File: src/rtl/uart_rx_if.sv
// Write-FIFO handshake and receiver status bundle for uart_rx.
// The receiver drives everything except the FIFO full flag.
interface uart_rx_if;
    logic       wfifo_full;
    logic       wfifo_wr_en;
    logic [7:0] wfifo_wr_data;
    logic       data_vld;
    logic       frame_err;
    logic       overflow;
    logic       rx_busy;

    modport master (
        input  wfifo_full,
        output wfifo_wr_en,
        output wfifo_wr_data,
        output data_vld,
        output frame_err,
        output overflow,
        output rx_busy
    );

    modport slave (
        output wfifo_full,
        input  wfifo_wr_en,
        input  wfifo_wr_data,
        input  data_vld,
        input  frame_err,
        input  overflow,
        input  rx_busy
    );
endinterface

File: src/rtl/uart_rx.sv
// 8N1 UART receiver: mid-bit sampling of a 3-stage synchronised line,
// good bytes written to the SDRAM write FIFO, errors reported as pulses.
module uart_rx #(
    parameter int unsigned CLK_FREQ = 100_000_000,
    parameter int unsigned BAUD     = 9600
) (
    input  logic        clk,
    input  logic        rst,
    input  logic        rs232_rx,
    uart_rx_if.master   bus
);
    localparam int unsigned DIV  = CLK_FREQ / BAUD;
    localparam int unsigned HALF = DIV / 2;
    localparam logic [15:0] DIV_M1  = 16'(DIV - 1);
    localparam logic [15:0] HALF_M1 = 16'(HALF - 1);

    typedef enum logic [1:0] {
        IDLE  = 2'd0,
        START = 2'd1,
        DATA  = 2'd2,
        STOP  = 2'd3
    } state_t;

    state_t      state;
    logic        s1, s2, s3;
    logic [15:0] baud_cnt;
    logic [2:0]  bit_cnt;
    logic [7:0]  shreg;

    logic        wr_en_r;
    logic [7:0]  wr_data_r;
    logic        vld_r;
    logic        ferr_r;
    logic        ovf_r;
    logic        busy_r;

    always_ff @(posedge clk or posedge rst) begin
        if (rst) begin
            state     <= IDLE;
            s1        <= 1'b1;
            s2        <= 1'b1;
            s3        <= 1'b1;
            baud_cnt  <= 16'd0;
            bit_cnt   <= 3'd0;
            shreg     <= 8'h00;
            wr_en_r   <= 1'b0;
            wr_data_r <= 8'h00;
            vld_r     <= 1'b0;
            ferr_r    <= 1'b0;
            ovf_r     <= 1'b0;
            busy_r    <= 1'b0;
        end else begin
            s1 <= rs232_rx;
            s2 <= s1;
            s3 <= s2;

            wr_en_r <= 1'b0;
            vld_r   <= 1'b0;
            ferr_r  <= 1'b0;
            ovf_r   <= 1'b0;

            case (state)
                IDLE: begin
                    baud_cnt <= 16'd0;
                    // A held-low line never re-arms: a fresh falling edge is needed.
                    if (!s2 && s3) begin
                        state  <= START;
                        busy_r <= 1'b1;
                    end
                end

                START: begin
                    if (baud_cnt == HALF_M1) begin
                        baud_cnt <= 16'd0;
                        bit_cnt  <= 3'd0;
                        if (!s2) begin
                            state <= DATA;
                        end else begin
                            state  <= IDLE;
                            busy_r <= 1'b0;
                        end
                    end else begin
                        baud_cnt <= baud_cnt + 16'd1;
                    end
                end

                DATA: begin
                    if (baud_cnt == DIV_M1) begin
                        baud_cnt       <= 16'd0;
                        shreg[bit_cnt] <= s2;
                        bit_cnt        <= bit_cnt + 3'd1;
                        if (bit_cnt == 3'd7) begin
                            state <= STOP;
                        end
                    end else begin
                        baud_cnt <= baud_cnt + 16'd1;
                    end
                end

                STOP: begin
                    // Leaving at mid-stop-bit lets the next start bit follow with no gap.
                    if (baud_cnt == DIV_M1) begin
                        baud_cnt <= 16'd0;
                        state    <= IDLE;
                        busy_r   <= 1'b0;
                        if (s2) begin
                            vld_r <= 1'b1;
                            if (bus.wfifo_full) begin
                                ovf_r <= 1'b1;
                            end else begin
                                wr_en_r   <= 1'b1;
                                wr_data_r <= shreg;
                            end
                        end else begin
                            ferr_r <= 1'b1;
                        end
                    end else begin
                        baud_cnt <= baud_cnt + 16'd1;
                    end
                end

                default: begin
                    state    <= IDLE;
                    baud_cnt <= 16'd0;
                    busy_r   <= 1'b0;
                end
            endcase
        end
    end

    assign bus.wfifo_wr_en   = wr_en_r;
    assign bus.wfifo_wr_data = wr_data_r;
    assign bus.data_vld      = vld_r;
    assign bus.frame_err     = ferr_r;
    assign bus.overflow      = ovf_r;
    assign bus.rx_busy       = busy_r;
endmodule

File: src/flat_wrapper.sv
// flat-port wrapper written by rule: the top's interface ports become plain ports
module uart_rx_flat 
#(
    parameter int unsigned CLK_FREQ = 100_000_000,
    parameter int unsigned BAUD     = 9600
)
  (clk, rst, rs232_rx, bus_wfifo_full, bus_wfifo_wr_en, bus_wfifo_wr_data, bus_data_vld, bus_frame_err, bus_overflow, bus_rx_busy);
  uart_rx_if bus_i ();
  input  logic clk;
  input  logic rst;
  input  logic rs232_rx;
  input wire logic [$bits(bus_i.wfifo_full)-1:0] bus_wfifo_full;
  output wire logic [$bits(bus_i.wfifo_wr_en)-1:0] bus_wfifo_wr_en;
  output wire logic [$bits(bus_i.wfifo_wr_data)-1:0] bus_wfifo_wr_data;
  output wire logic [$bits(bus_i.data_vld)-1:0] bus_data_vld;
  output wire logic [$bits(bus_i.frame_err)-1:0] bus_frame_err;
  output wire logic [$bits(bus_i.overflow)-1:0] bus_overflow;
  output wire logic [$bits(bus_i.rx_busy)-1:0] bus_rx_busy;
  assign bus_i.wfifo_full = bus_wfifo_full;
  assign bus_wfifo_wr_en = bus_i.wfifo_wr_en;
  assign bus_wfifo_wr_data = bus_i.wfifo_wr_data;
  assign bus_data_vld = bus_i.data_vld;
  assign bus_frame_err = bus_i.frame_err;
  assign bus_overflow = bus_i.overflow;
  assign bus_rx_busy = bus_i.rx_busy;
  uart_rx #(.CLK_FREQ(CLK_FREQ), .BAUD(BAUD)) u_core (.clk(clk), .rst(rst), .rs232_rx(rs232_rx), .bus(bus_i));
endmodule
File: config.mk
export PLATFORM = sky130hd
export DESIGN_NAME = uart_rx_flat
export DESIGN_NICKNAME = d
export VERILOG_FILES = /design/src/rtl/uart_rx_if.sv /design/src/rtl/uart_rx.sv /design/src/flat_wrapper.sv
export SDC_FILE = /design/constraint.sdc
export NUM_CORES = 1
export LEC_CHECK = 0
export ABC_AREA = 1
export CAP_MARGIN = 20
export CORE_ASPECT_RATIO = 2
export CORE_MARGIN = 8
export CORE_UTILIZATION = 30
export DETAILED_ROUTE_END_ITERATION = 10
export GPL_TIMING_DRIVEN = 0
export SYNTH_ARGS = -nofsm -noshare
export SYNTH_HDL_FRONTEND = slang
export SYNTH_SLANG_ARGS = --single-unit
File: constraint.sdc
create_clock -name clk -period 1.58 [get_ports clk]
set_input_delay 0.237 -clock clk [delete_from_list [all_inputs] [get_ports clk]]
set_output_delay 0.237 -clock clk [all_outputs]
set_load 0.005 [all_outputs]
-- Yosys cells after proc, flatten, opt, wreduce, memory -nomap -nowiden
Index checks and enable logic that the tools add are counted.
- order comparisons: 2
- equal/unequal tests: 12
- muxes and demuxes: 35
- add/sub/neg operators: 2
- bitwise operators: 1
- reductions and logical operators: 12
- operator list (kind ; count):
    case mux 16 bit (3 select lines) ; 1
    two-way mux 16 bit ; 2
    two-way mux 1 bit ; 19
    adder 16 x 1 -> 16 bit, second input constant ; 1
    equality test 16 x 13 -> 1 bit, second input constant ; 1
    equality test 16 x 14 -> 1 bit, second input constant ; 1
    two-way mux 2 bit ; 6
    != test 2 x 1 -> 1 bit, second input constant ; 6
    AND reduction 5 bit ; 2
    bitwise mux 8 bit ; 1
    case mux 2 bit (4 select lines) ; 1
    two-way mux 3 bit ; 2
    case mux 3 bit (2 select lines) ; 1
    equality test 2 bit, second input constant ; 2
    less-than comparator 3 x 4 -> 1 bit, second input constant ; 1
    AND reduction 4 bit ; 1
    adder 3 x 1 -> 3 bit, second input constant ; 1
    demux 1 bit (select 3 bit) ; 1
    equality test 3 bit, second input constant ; 1
    >= comparator 3 x 1 -> 1 bit, second input constant ; 1
    case mux 1 bit (3 select lines) ; 1
    AND reduction 3 bit ; 1
    nonzero test 3 bit ; 1
    equality test 2 x 1 -> 1 bit, second input constant ; 1
    other kinds (7) ; 8
- bits in registers: 45
- input port bits: 4
- word-level logic and storage cells: 77
- output and inout bits: 13

-- Longest topological paths before layout
- depth after elaboration: 5
- gate-level depth with buffers: 12
- depth with buffers taken out: 12

-- Worst setup path after synthesis
Ideal clock, no wire load.
- path type: register -> register
- start: register u_core.baud_cnt[0]
- end: register u_core.wr_data_r[0] (netlist: u_core.bus.wfifo_wr_data[0])
- library setup time: 117 ps
- data arrival time: 1366 ps
- required time: 1463 ps
- stages on the path, launching flop included: 10
- period minus slack after synthesis: 1483 ps
- slack: 97 ps
- buffers on the path: 1
- path through: dfrtp_1 > ha_1 > nand3_4 > nor3_2 > nand2_2 > nor2_4 > nand3_4 > buf_6 > nand2_2 > o21ai_2
- longest elaborated chain between the ends: 2
- ends and longest elaborated chain (what ; RTL line ; source):
    start, declared ; uart_rx.sv:26 ; logic [15:0] baud_cnt;
    start signal, assigned ; uart_rx.sv:83 ; baud_cnt <= baud_cnt + 16'd1;
    start signal, assigned ; uart_rx.sv:96 ; baud_cnt <= baud_cnt + 16'd1;
    start signal, assigned ; uart_rx.sv:118 ; baud_cnt <= baud_cnt + 16'd1;
    equality test 16 x 14 -> 1 bit ; uart_rx.sv:102 ; if (baud_cnt == DIV_M1) begin
    AND reduction 4 bit (no line) ; -- ;
    end signal, assigned ; uart_rx.sv:112 ; wr_data_r <= shreg;
    end, declared ; uart_rx.sv:31 ; logic [7:0] wr_data_r;
No other way between the ends.
A chain may end at the register's enable or synchronous reset.

-- Worst setup path after layout
- start: register u_core.baud_cnt[9]
- end: register u_core.wr_data_r[0] (netlist: u_core.bus.wfifo_wr_data[0])
Same word-level chain as after synthesis.

==> metrics.md <==
| Metric | Value |
|---|---|
| Global-route wire length before repair | 8240 um |
| Top fanout value on the critical path | 10 |
| Post-route ant nets | 0 |
| Final cell count without fillers | 402 |
| Most common cell after layout, fill and taps aside | nand2_1 |
| Root buf cell | clkbuf_16 |
| Post-Syn Area | 2260 um2 |
| Period utilisation layout | between 90 and 100% |
| Total CTS buffers | 5 |
| CP Class | reg -> reg |
| Unrepaired setup endpoints after global routing | true |
| Post-synth cell types | 26 |
| Mapped Cells | 275 |
| DRC Markers | 0 |
| # diodes | 0 |
| Die ar. | around 11,000 um2 |
| CORE AREA | approximately 7400 um2 |
| LEAKAGE | between 0.001 and 0.0015 uW |
| Max Cap Viol | 0 |
| Cell area power density | 1120 nW/um2 |
| Nets | 314 |
| Dpl ws | -0.0985 ns |
| Worst hold margin | a little under 0.3 ns |
| Worst-Skew Late Latency | 0.28 ns |
| Drt first pass iters | 4 |
| GRT overflow | 0 |
| Critical Path RT | 1.76 ns |
| Die Span Y | 139 um |
| Measured slew at the worst slew-check pin | 0.461 ns |
| Final WL | between 4000 and 5000 um |
| Area Growth Syn to Fin | 28.8% |
| Post-synth net total | between 200 and 300 |
| Relative slew slack | 69.2% |
| Synth Warn # | 0 |
| Avg WL per Cell | roughly 12 um |
| DR vias | 1,887 |
| Post-Syn Area per Cell | between 8 and 9 um2 |
| CTS Buffer Depth | 2 |
| DR iter-0 viols | 92 |
| Clk sinks | 45 |
| Clock skew | between 0.005 and 0.006 ns |
| Die Wd | just under 80 um |
| Most frequent cells in the layout | nand2_1 (52), inv_1 (37), dfrtp_1 (35) |
| Worst Hold Class | in -> async |
| CTS clock-pin slew for the worst setup and hold paths | about 0.060 ns |
| Dpl cells | 386 |
| Initial antenna violation count | 0 |
| CTS tree | built |
| H-tree depth | 2 |
| Drt via density | roughly 4.7 |
| Routability Congestion | around 0.86 |
| Crit. End Element | flip-flop |
| Register area share after synthesis | 50.1% |
| Post-route setup slack | 0.00787 ns |
| Max Slew Vio Count | 0 |
| Largest net degree at the start of global routing | 26 |
| Crit path time final | 1.57 ns |
| FF+latch count, synth | 45 |
| Fmax | about 640 MHz |
| DP Wirelength | 3330 um |
| TNS Setup | 0 ns |
| Crit path DAT | 1.75 ns |
| Final Setup Violations | 0 |
| Vias in the first global route | approximately 1.9k |
| Io pins | 17 |
| Worst ir drop on vdd | 0.717 mV |
| # fillers | 773 |
| CP startpoint kind | flip-flop |
| Final Hold Fails | 0 |
| # port buffers | 16 |
| Status | finished, final reports clean |
| Initial core utilization | a little under a third |
| Gr usage total | under 10% |
| Share of layout cells above drive strength 1 | 23.7% |
| Final core utilization | 39.1% |
| Std-Cell Rows | 45 |
## final cells by class
type | count | area [um2] | share of cell area, %
clock inverters | 2 | 35.0 | 1.21
plain buffers | 3 | 31.3 | 1.08
inverters | 43 | 164 | 5.64
repair buffers | 25 | 248 | 8.53
flip-flops and latches | 45 | 1140 | 39.2
clock buffers | 6 | 129 | 4.44
well taps | 94 | 118 | 4.05
multi-input cells | 184 | 1040 | 35.9
## per-layer routing
layer	vias to the layer above	GRT usage (%)	part of all wire, %
met3	9	2.34	4.8
li1	940	-	-
met5	-	0	0
met4	0	3.11	1.8
met1	900	10.4	41
met2	38	15.3	53
## cell usage after synthesis, drive strengths merged
master  instances  area [um2]
nand2          60         235
inv            43         161
nor2           43         179
dfrtp          42        1050
nand3          26         155
o21ai          22         140
nor3            9        55.1
nand4           7        43.8
a21oi           5        25.0
xor2            4        35.0
buf             3        23.8
dfstp           3        78.8
ha              3        37.5
nor4            2        12.5
a31oi           1        6.26
nor3b           1        7.51
xnor2           1        8.76
## flip-flops by register name, summed over array words and instances, names as in the netlist, named ones only
name / cells
u_core.s3: 1
u_core.state: 1
u_core.s2: 1
u_core.shreg: 8
u_core.bus.wfifo_wr_en: 1
u_core.bus.frame_err: 1
u_core.bus.wfifo_wr_data: 8
u_core.baud_cnt: 16
u_core.s1: 1
u_core.bit_cnt: 3
u_core.bus.overflow: 1
u_core.bus.data_vld: 1
u_core.bus.rx_busy: 1
## cell families (layout without fill, tap and decap cells)
kind of cell	Yosys count	after routing	share of synthesized area (%)
simple gates	148	148	30.5
buf+inv	46	79	8.21
flops	45	45	50.1
compound gates	28	28	7.60
xor+xnor	5	5	1.94
fa+ha+maj	3	3	1.66
## worst paths after layout
| check | from | end | cells after the start | slack, ns |
|---|---|---|---|---|
| setup / recovery | u_core.baud_cnt[9] | u_core.bus.wfifo_wr_data[0] | 9 | 0.008 |
| hold / removal | rst | u_core.baud_cnt[15] | 2 | 0.30 |
| setup reg to reg | u_core.baud_cnt[9] | u_core.bus.wfifo_wr_data[0] | 9 | 0.008 |
| hold reg to reg | u_core.s1 | u_core.s2 | 0 | 0.36 |
| max in group asynchronous | rst | u_core.shreg[6] | 3 | 0.81 |
| min in group clk | u_core.s1 | u_core.s2 | 0 | 0.36 |
## power by group
part / switching, uW / leakage [uW] / total, uW / internal (uW)
combinational: 468 / 0.000609 / 791 / 323
clock: 402 / 0.0000808 / 1150 / 743
sequential: 90.0 / 0.000598 / 1330 / 1240
total: 960 / 0.00129 / 3260 / 2300
## timing repair
item | in CTS | in global routing
hold buffers | 0 | 0
gates resized for setup | 3 | 43
setup buffers | 4 | 3
pin swaps | 3 | 4
gates cloned | 0 | 1
endpoints found under the setup margin | 20 | 40
## critical path, stage by stage, from the launching register on
cell and delay, ns:
dfrtp_2 0.45, nor2_4 0.15, nand3_1 0.09, nor2_1 0.14, nand2_2 0.12, nor2_4 0.12, nand3_4 0.11, buf_8 0.17
nand2_2 0.06, o21ai_2 0.05
## metrics by stage
step	total power (uW)	area, um2
4_1_cts	3110	2760
3_3_place_gp	1860	2530
6_report	3260	2910
2_1_floorplan	1730	2260
3_5_place_dp	1880	2550
5_1_grt	3470	2910
Note: power is estimated with default switching activity, not from simulation.
